### config.mk
export PLATFORM = sky130hd
export DESIGN_NAME = spi_arbiter
export DESIGN_NICKNAME = d
export VERILOG_FILES = /design/src/rtl/spi_arbiter.sv
export SDC_FILE = /design/constraint.sdc
export NUM_CORES = 1
export LEC_CHECK = 0
export ABC_CLOCK_PERIOD_IN_PS = 2700
export BUFFER_PORTS_ARGS = -buffer_cell sky130_fd_sc_hd__buf_4
export CORE_MARGIN = 3
export CORE_UTILIZATION = 25
export DETAILED_ROUTE_END_ITERATION = 10
export GPL_TIMING_DRIVEN = 0
export HOLD_SLACK_MARGIN = 0.03
export PLACE_DENSITY = 0.5
export REMOVE_ABC_BUFFERS = 1
export SETUP_SLACK_MARGIN = 0.5
export SKIP_CTS_REPAIR_TIMING = 1
export SLEW_MARGIN = 25
export SYNTH_ARGS = -nofsm -noshare
export SYNTH_HDL_FRONTEND = slang
export SYNTH_SLANG_ARGS = --single-unit
### constraint.sdc
create_clock -name clk -period 2.7 [get_ports clk]
set_clock_uncertainty 0.1 [all_clocks]
set_input_delay 0.27 -clock clk [delete_from_list [all_inputs] [get_ports clk]]
set_output_delay 0.27 -clock clk [all_outputs]
set_load 0.1 [all_outputs]
### src/rtl/spi_arbiter.sv
// spi_arbiter: shares one byte-wide SPI master between two requesters and drives NCS active-low chip selects
//
// Each accepted request is a 1-4 byte transaction: CS setup, then load/send/receive per byte,
// then CS release. The last received byte goes back to the requester that owns the transaction.
// Ties are broken round-robin. A cs index >= NCS is answered with an error and causes no bus activity.
//
// Optional macro SPI_ARB_TIMEOUT_EN: when defined, WAIT_RDY/WAIT_RX give up after TIMEOUT
// wait cycles and answer with an error. When undefined, they wait indefinitely.
//
// Ports:
//   clk, rst                     clock, synchronous active-high reset
//   reqN_valid/ready             request handshake (N = 0, 1); ready is combinational in IDLE
//   reqN_cs/len/data             target chip select, byte count minus 1, transmit bytes ([7:0] first)
//   respN_valid/data/err         one-cycle completion pulse with last received byte or error
//   spitx/spitxdv/spitxready     byte, one-cycle send strobe, master idle
//   spirx/spirxdv                received byte and its one-cycle valid pulse
//   spics_n                      active-low chip selects, at most one low
//   busy                         high whenever the sequencer is not idle
module spi_arbiter #(
    parameter int NCS      = 4,
    parameter int CS_SETUP = 2,
    parameter int CS_GAP   = 2,
    parameter int TIMEOUT  = 1023,
    localparam int CSW     = $clog2(NCS)
) (
    input  logic           clk,
    input  logic           rst,
    input  logic           req0_valid,
    output logic           req0_ready,
    input  logic [CSW-1:0] req0_cs,
    input  logic [1:0]     req0_len,
    input  logic [31:0]    req0_data,
    input  logic           req1_valid,
    output logic           req1_ready,
    input  logic [CSW-1:0] req1_cs,
    input  logic [1:0]     req1_len,
    input  logic [31:0]    req1_data,
    output logic           resp0_valid,
    output logic [7:0]     resp0_data,
    output logic           resp0_err,
    output logic           resp1_valid,
    output logic [7:0]     resp1_data,
    output logic           resp1_err,
    output logic [7:0]     spitx,
    output logic           spitxdv,
    input  logic           spitxready,
    input  logic [7:0]     spirx,
    input  logic           spirxdv,
    output logic [NCS-1:0] spics_n,
    output logic           busy
);
    typedef enum logic [2:0] {IDLE, SETUP, LOAD, WAIT_RDY, WAIT_RX, HOLD, RESP, GAP} state_t;

    localparam logic [CSW:0] NCS_W = (CSW + 1)'(NCS);

    state_t         state_q;
    logic           last_grant_q;
    logic           owner_q;
    logic [1:0]     len_q;
    logic [31:0]    data_q;
    logic [1:0]     idx_q;
    logic [7:0]     rx_last_q;
    logic [7:0]     cnt_q;
    logic [7:0]     spitx_q;
    logic           spitxdv_q;
    logic [NCS-1:0] spics_n_q;
    logic [1:0]     resp_valid_q;
    logic [7:0]     resp_data_q;
    logic           resp_err_q;

    logic           idle;
    logic           grant1;
    logic           bad;
    logic           to_hit;
    logic [CSW-1:0] sel_cs;
    logic [1:0]     sel_len;
    logic [31:0]    sel_data;

    assign idle       = state_q == IDLE;
    // Requester 1 wins when alone, or on a tie when requester 0 was granted last.
    assign grant1     = req1_valid && (!req0_valid || !last_grant_q);
    assign req0_ready = idle && req0_valid && !grant1;
    assign req1_ready = idle && grant1;
    assign sel_cs     = grant1 ? req1_cs : req0_cs;
    assign sel_len    = grant1 ? req1_len : req0_len;
    assign sel_data   = grant1 ? req1_data : req0_data;
    assign bad        = {1'b0, sel_cs} >= NCS_W;

`ifdef SPI_ARB_TIMEOUT_EN
    localparam int WW = $clog2(TIMEOUT + 1);
    logic [WW-1:0] wcnt_q;
    assign to_hit = wcnt_q == WW'(TIMEOUT);
    // Restarts in LOAD (entry to WAIT_RDY) and on the strobe (entry to WAIT_RX).
    always_ff @(posedge clk)
        if (rst || state_q == LOAD || (state_q == WAIT_RDY && spitxready)) wcnt_q <= '0;
        else if (state_q == WAIT_RDY || state_q == WAIT_RX) wcnt_q <= wcnt_q + 1'b1;
`else
    assign to_hit = 1'b0;
`endif

    always_ff @(posedge clk) begin
        if (rst) begin
            state_q      <= IDLE;
            last_grant_q <= 1'b1;
            owner_q      <= 1'b0;
            len_q        <= '0;
            data_q       <= '0;
            idx_q        <= '0;
            rx_last_q    <= '0;
            cnt_q        <= '0;
            spitx_q      <= '0;
            spitxdv_q    <= 1'b0;
            spics_n_q    <= '1;
            resp_valid_q <= '0;
            resp_data_q  <= '0;
            resp_err_q   <= 1'b0;
        end else begin
            resp_valid_q <= 2'b00;
            case (state_q)
                IDLE: if (req0_ready || req1_ready) begin
                    owner_q <= grant1;
                    len_q   <= sel_len;
                    data_q  <= sel_data;
                    idx_q   <= '0;
                    cnt_q   <= '0;
                    state_q <= bad ? RESP : SETUP;
                    if (bad) begin
                        resp_valid_q <= {grant1, !grant1};
                        resp_data_q  <= '0;
                        resp_err_q   <= 1'b1;
                    end else begin
                        spics_n_q <= ~(NCS'(1) << sel_cs);
                    end
                end
                SETUP: begin
                    state_q <= cnt_q == 8'(CS_SETUP - 1) ? LOAD : SETUP;
                    cnt_q   <= cnt_q + 8'd1;
                end
                LOAD: begin
                    spitx_q <= data_q[{idx_q, 3'b000} +: 8];
                    state_q <= WAIT_RDY;
                end
                WAIT_RDY: if (to_hit) begin
                    spics_n_q    <= '1;
                    state_q      <= RESP;
                    resp_valid_q <= {owner_q, !owner_q};
                    resp_data_q  <= '0;
                    resp_err_q   <= 1'b1;
                end else if (spitxready) begin
                    spitxdv_q <= 1'b1;
                    state_q   <= WAIT_RX;
                end
                WAIT_RX: begin
                    spitxdv_q <= 1'b0;
                    if (to_hit) begin
                        spics_n_q    <= '1;
                        state_q      <= RESP;
                        resp_valid_q <= {owner_q, !owner_q};
                        resp_data_q  <= '0;
                        resp_err_q   <= 1'b1;
                    // A receive pulse coinciding with the strobe cycle is not taken.
                    end else if (spirxdv && !spitxdv_q) begin
                        rx_last_q <= spirx;
                        idx_q     <= idx_q + 2'd1;
                        state_q   <= idx_q == len_q ? HOLD : LOAD;
                    end
                end
                HOLD: begin
                    spics_n_q    <= '1;
                    state_q      <= RESP;
                    resp_valid_q <= {owner_q, !owner_q};
                    resp_data_q  <= rx_last_q;
                    resp_err_q   <= 1'b0;
                end
                RESP: begin
                    last_grant_q <= owner_q;
                    cnt_q        <= '0;
                    state_q      <= CS_GAP == 0 ? IDLE : GAP;
                end
                GAP: begin
                    state_q <= cnt_q == 8'(CS_GAP - 1) ? IDLE : GAP;
                    cnt_q   <= cnt_q + 8'd1;
                end
                default: state_q <= IDLE;
            endcase
        end
    end

    assign spitx       = spitx_q;
    assign spitxdv     = spitxdv_q;
    assign spics_n     = spics_n_q;
    assign busy        = !idle;
    assign resp0_valid = resp_valid_q[0];
    assign resp1_valid = resp_valid_q[1];
    assign resp0_data  = resp_valid_q[0] ? resp_data_q : '0;
    assign resp1_data  = resp_valid_q[1] ? resp_data_q : '0;
    assign resp0_err   = resp_valid_q[0] && resp_err_q;
    assign resp1_err   = resp_valid_q[1] && resp_err_q;
endmodule

==> flow_metrics.py <==
metrics = {
    "global_route": {
        "overflow": 0,
        "grt_max_degree": 78,
        "first_global_vias": 3180,
        "grt_pass1_wl_um": 15900,
        "antenna_found_initial": 0,
        "grtUsageTotal_pct": 11.2,
    },
    "place": {
        "io_buffers": 119,
        "pre_cts_ws_ps": 72.6,
        "gp_congestion": 0.736,
        "dp_hpwl_um": 7220,
        "place_inst": 741,
    },
    "logic_synthesis": {
        "synthSimpleGateAreaFrac_pct": 19.9,
        "yosysUniqueCellTypes": 53,
        "avgSynthCellArea_um2": 9.00,
        "ys_ff_latch": 80,
        "syn_inst": 440,
        "synth_edf_count": 0,
        "synth_mux_area_share_pct": 14.0,
        "netlist_area_um2": 3960,
        "synth-adder-area-share_pct": 0.632,
        "synth_compound_area_share_pct": 18.3,
        "yosysWarningCount": 0,
        "async_flop_share_pct": 0,
        "synth_top_family_by_area": "simple AND/OR/NAND/NOR gates",
        "yosysSeqAreaShare_pct": 40.4,
        "synth_xor_area_share_pct": 0.663,
        "synth-main-ff-cell": "dfxtp_1",
    },
    "floorplanning": {
        "start_util_pct": 25.8,
        "io-pin-count": 122,
        "dieWidth_um": 132,
        "dieArea_um2": 17400,
        "die_h_um": 132,
        "core_um2": 15400,
        "num_rows": 45,
    },
    "setup_path": {
        "cp_slowest_stage_delay_ps": 490,
        "crit_required_ps": 2330,
        "cp-start-kind": "register",
        "critPathCaptureType": "output port",
        "arrival_ps": 1760,
        "crit_chain": "nor3_2 > nand2_1 > nor2_1 > buf_4",
        "slowest_stage": "dfxtp_1",
        "cp_max_fo": 14,
        "critPathKind": "register to output port",
    },
    "pwr": {
        "power_density_nw_per_um2": 565,
        "design_power_total_mw": 2.98,
        "p_leak_nw": 2.07,
        "peakVddDrop_mv": 0.337,
    },
    "sta": {
        "holdWs_ps": 91.1,
        "final-hold-violation-count": 0,
        "max_slew.worst_pin.slew_ps": 850,
        "setup_violations": 0,
        "finalMaxSlewViolations": 0,
        "setup_slack_ps": 574,
        "post-route-period-util_pct": 78.7,
        "finalCriticalPeriod_ps": 2130,
        "max_freq_mhz": 470,
        "slew-limit-headroom_pct": 43.3,
        "rsz0062_at_grt": "yes",
    },
    "finish": {
        "fin_cells": 753,
        "fillerInstances": 1593,
        "nets": 629,
        "syn_to_final_growth_pct": 33.2,
        "fin_util_pct": 34.3,
        "drive_gt1_share_pct": 30.1,
        "n_antenna_cell": 0,
    },
    "min_path": {
        "hp-class": "input port to register",
    },
    "clock_tree": {
        "cts_tree": "built",
        "htree_num_levels": 3,
        "clk_latency_ps": 330,
        "cts_max_path_buffers": 2,
        "clk_pin_slew_worst_paths_ps": 60,
        "cts_sinks": 80,
        "clk_root_buffer_cell": "clkbuf_16",
        "cts_made_buffers": 9,
    },
    "routing": {
        "wirelength_um": 9790,
        "wl_per_cell_um": 13.0,
        "drt-pass1-iter-count": 4,
        "ant_nets": 0,
        "drtIter0Drc": 169,
        "vias": 3356,
        "vias_per_cell": 4.46,
        "route.detailed.drc": 0,
    },
    "job": {
        "max_cap_viol_count": 0,
    },
    "outcome": {
        "outcome": "complete, no violations",
    },
}
## where the power goes
part           switching (mW)  internal, mW  total (mW)
Clock                   0.440         0.623        1.06
Sequential             0.0596          1.26        1.32
Combinational           0.335         0.260       0.596
## layout make-up
type	instances	area, um^2	share of cell area, %
Multi-Input combinational cell	320	2150	40.7
Sequential cell	80	1600	30.4
Timing Repair Buffer	123	988	18.7
Tap cell	211	264	5.00
Clock buffer	10	239	4.53
Inverter	7	26.3	0.498
Clock inverter	2	10.0	0.190
## cells by family after synthesis
logic type      count (synthesis)
mux                            45
simple gates                  161
other cells                     1
compound gates                107
xor+xnor                        3
fa+ha+maj                       2
buf+inv                        41
flops                          80
## layout by cell type, fill, tap and decap left out, types with 8 or more instances in the layout
| cell type | count |
|---|---|
| a21oi_1 | 39 |
| nand2_1 | 52 |
| buf_4 | 119 |
| mux2i_1 | 36 |
| a211oi_1 | 37 |
| dfxtp_1 | 79 |
| and2_1 | 19 |
| nand3_1 | 16 |
| mux4_2 | 8 |
| nor2_1 | 48 |
| clkbuf_16 | 9 |
## per-stage QoR
stage | area (um^2) | setup TNS, ps
after floorplan | 3750 | -100080
after global placement | 4910 | -152660
after detailed placement | 5020 | 0
after CTS | 5270 | 0
after global routing | 5280 | 0
final | 5280 | 0
## metal layers
metal / up-vias / wire (um) / global-route usage [%]
met5: - / 0 / 0
met4: 0 / 142 / 5.08
li1: 1767 / - / -
met1: 1484 / 4660 / 14.6
met3: 9 / 631 / 3.59
met2: 96 / 4360 / 16.9
## synth_stat cells (3+ instances only)
cell,instances,area share (%)
nand3_1,16,2.0
a211oi_2,3,0.95
a21oi_1,39,4.9
buf_4,10,1.9
a211oi_1,37,7.0
inv_1,6,0.57
mux2i_1,36,9.1
a31oi_1,3,0.47
nor2_1,48,4.5
mux4_2,8,4.5
nand3b_1,3,0.57
dfxtp_1,80,40
nor2b_1,3,0.47
and2_1,19,3.0
nand2_1,52,4.9
o311ai_0,4,0.88
clkbuf_1,11,1.0
buf_2,9,1.1
o21ai_0,6,0.76
nor3b_1,3,0.57
## sequential cells by signal, summed over array words and instances (netlist names)
signal and cells:
spics_n 4, spitxdv 1, rx_last_q 8, len_q 2, spitx 8, state_q 3
idx_q 2, data_q 32, owner_q 1, resp_data_q 8, cnt_q 8, last_grant_q 1
resp_valid_q 2
## worst max-delay path, delay by kind of cell, from the launching register on
family | cells | cell delay [ps]
buf+inv | 1 | 310
flops | 1 | 490
simple gates | 3 | 610
## worst paths after layout
check | startpoint | slack, ps | cells past startpoint | to
setup / recovery | state_q[1]$_SDFFE_PP0P_ | 570 | 4 | req0_ready
hold / removal | spirx[7] | 90 | 3 | rx_last_q[7]$_SDFFE_PP0P_
setup reg to reg | state_q[2]$_SDFFE_PP0P_ | 640 | 4 | idx_q[1]$_SDFFE_PP0P_
hold reg to reg | spitx[2]$_SDFFE_PP0P_ | 360 | 2 | spitx[2]$_SDFFE_PP0P_
Power figures use the tool's default switching activity.
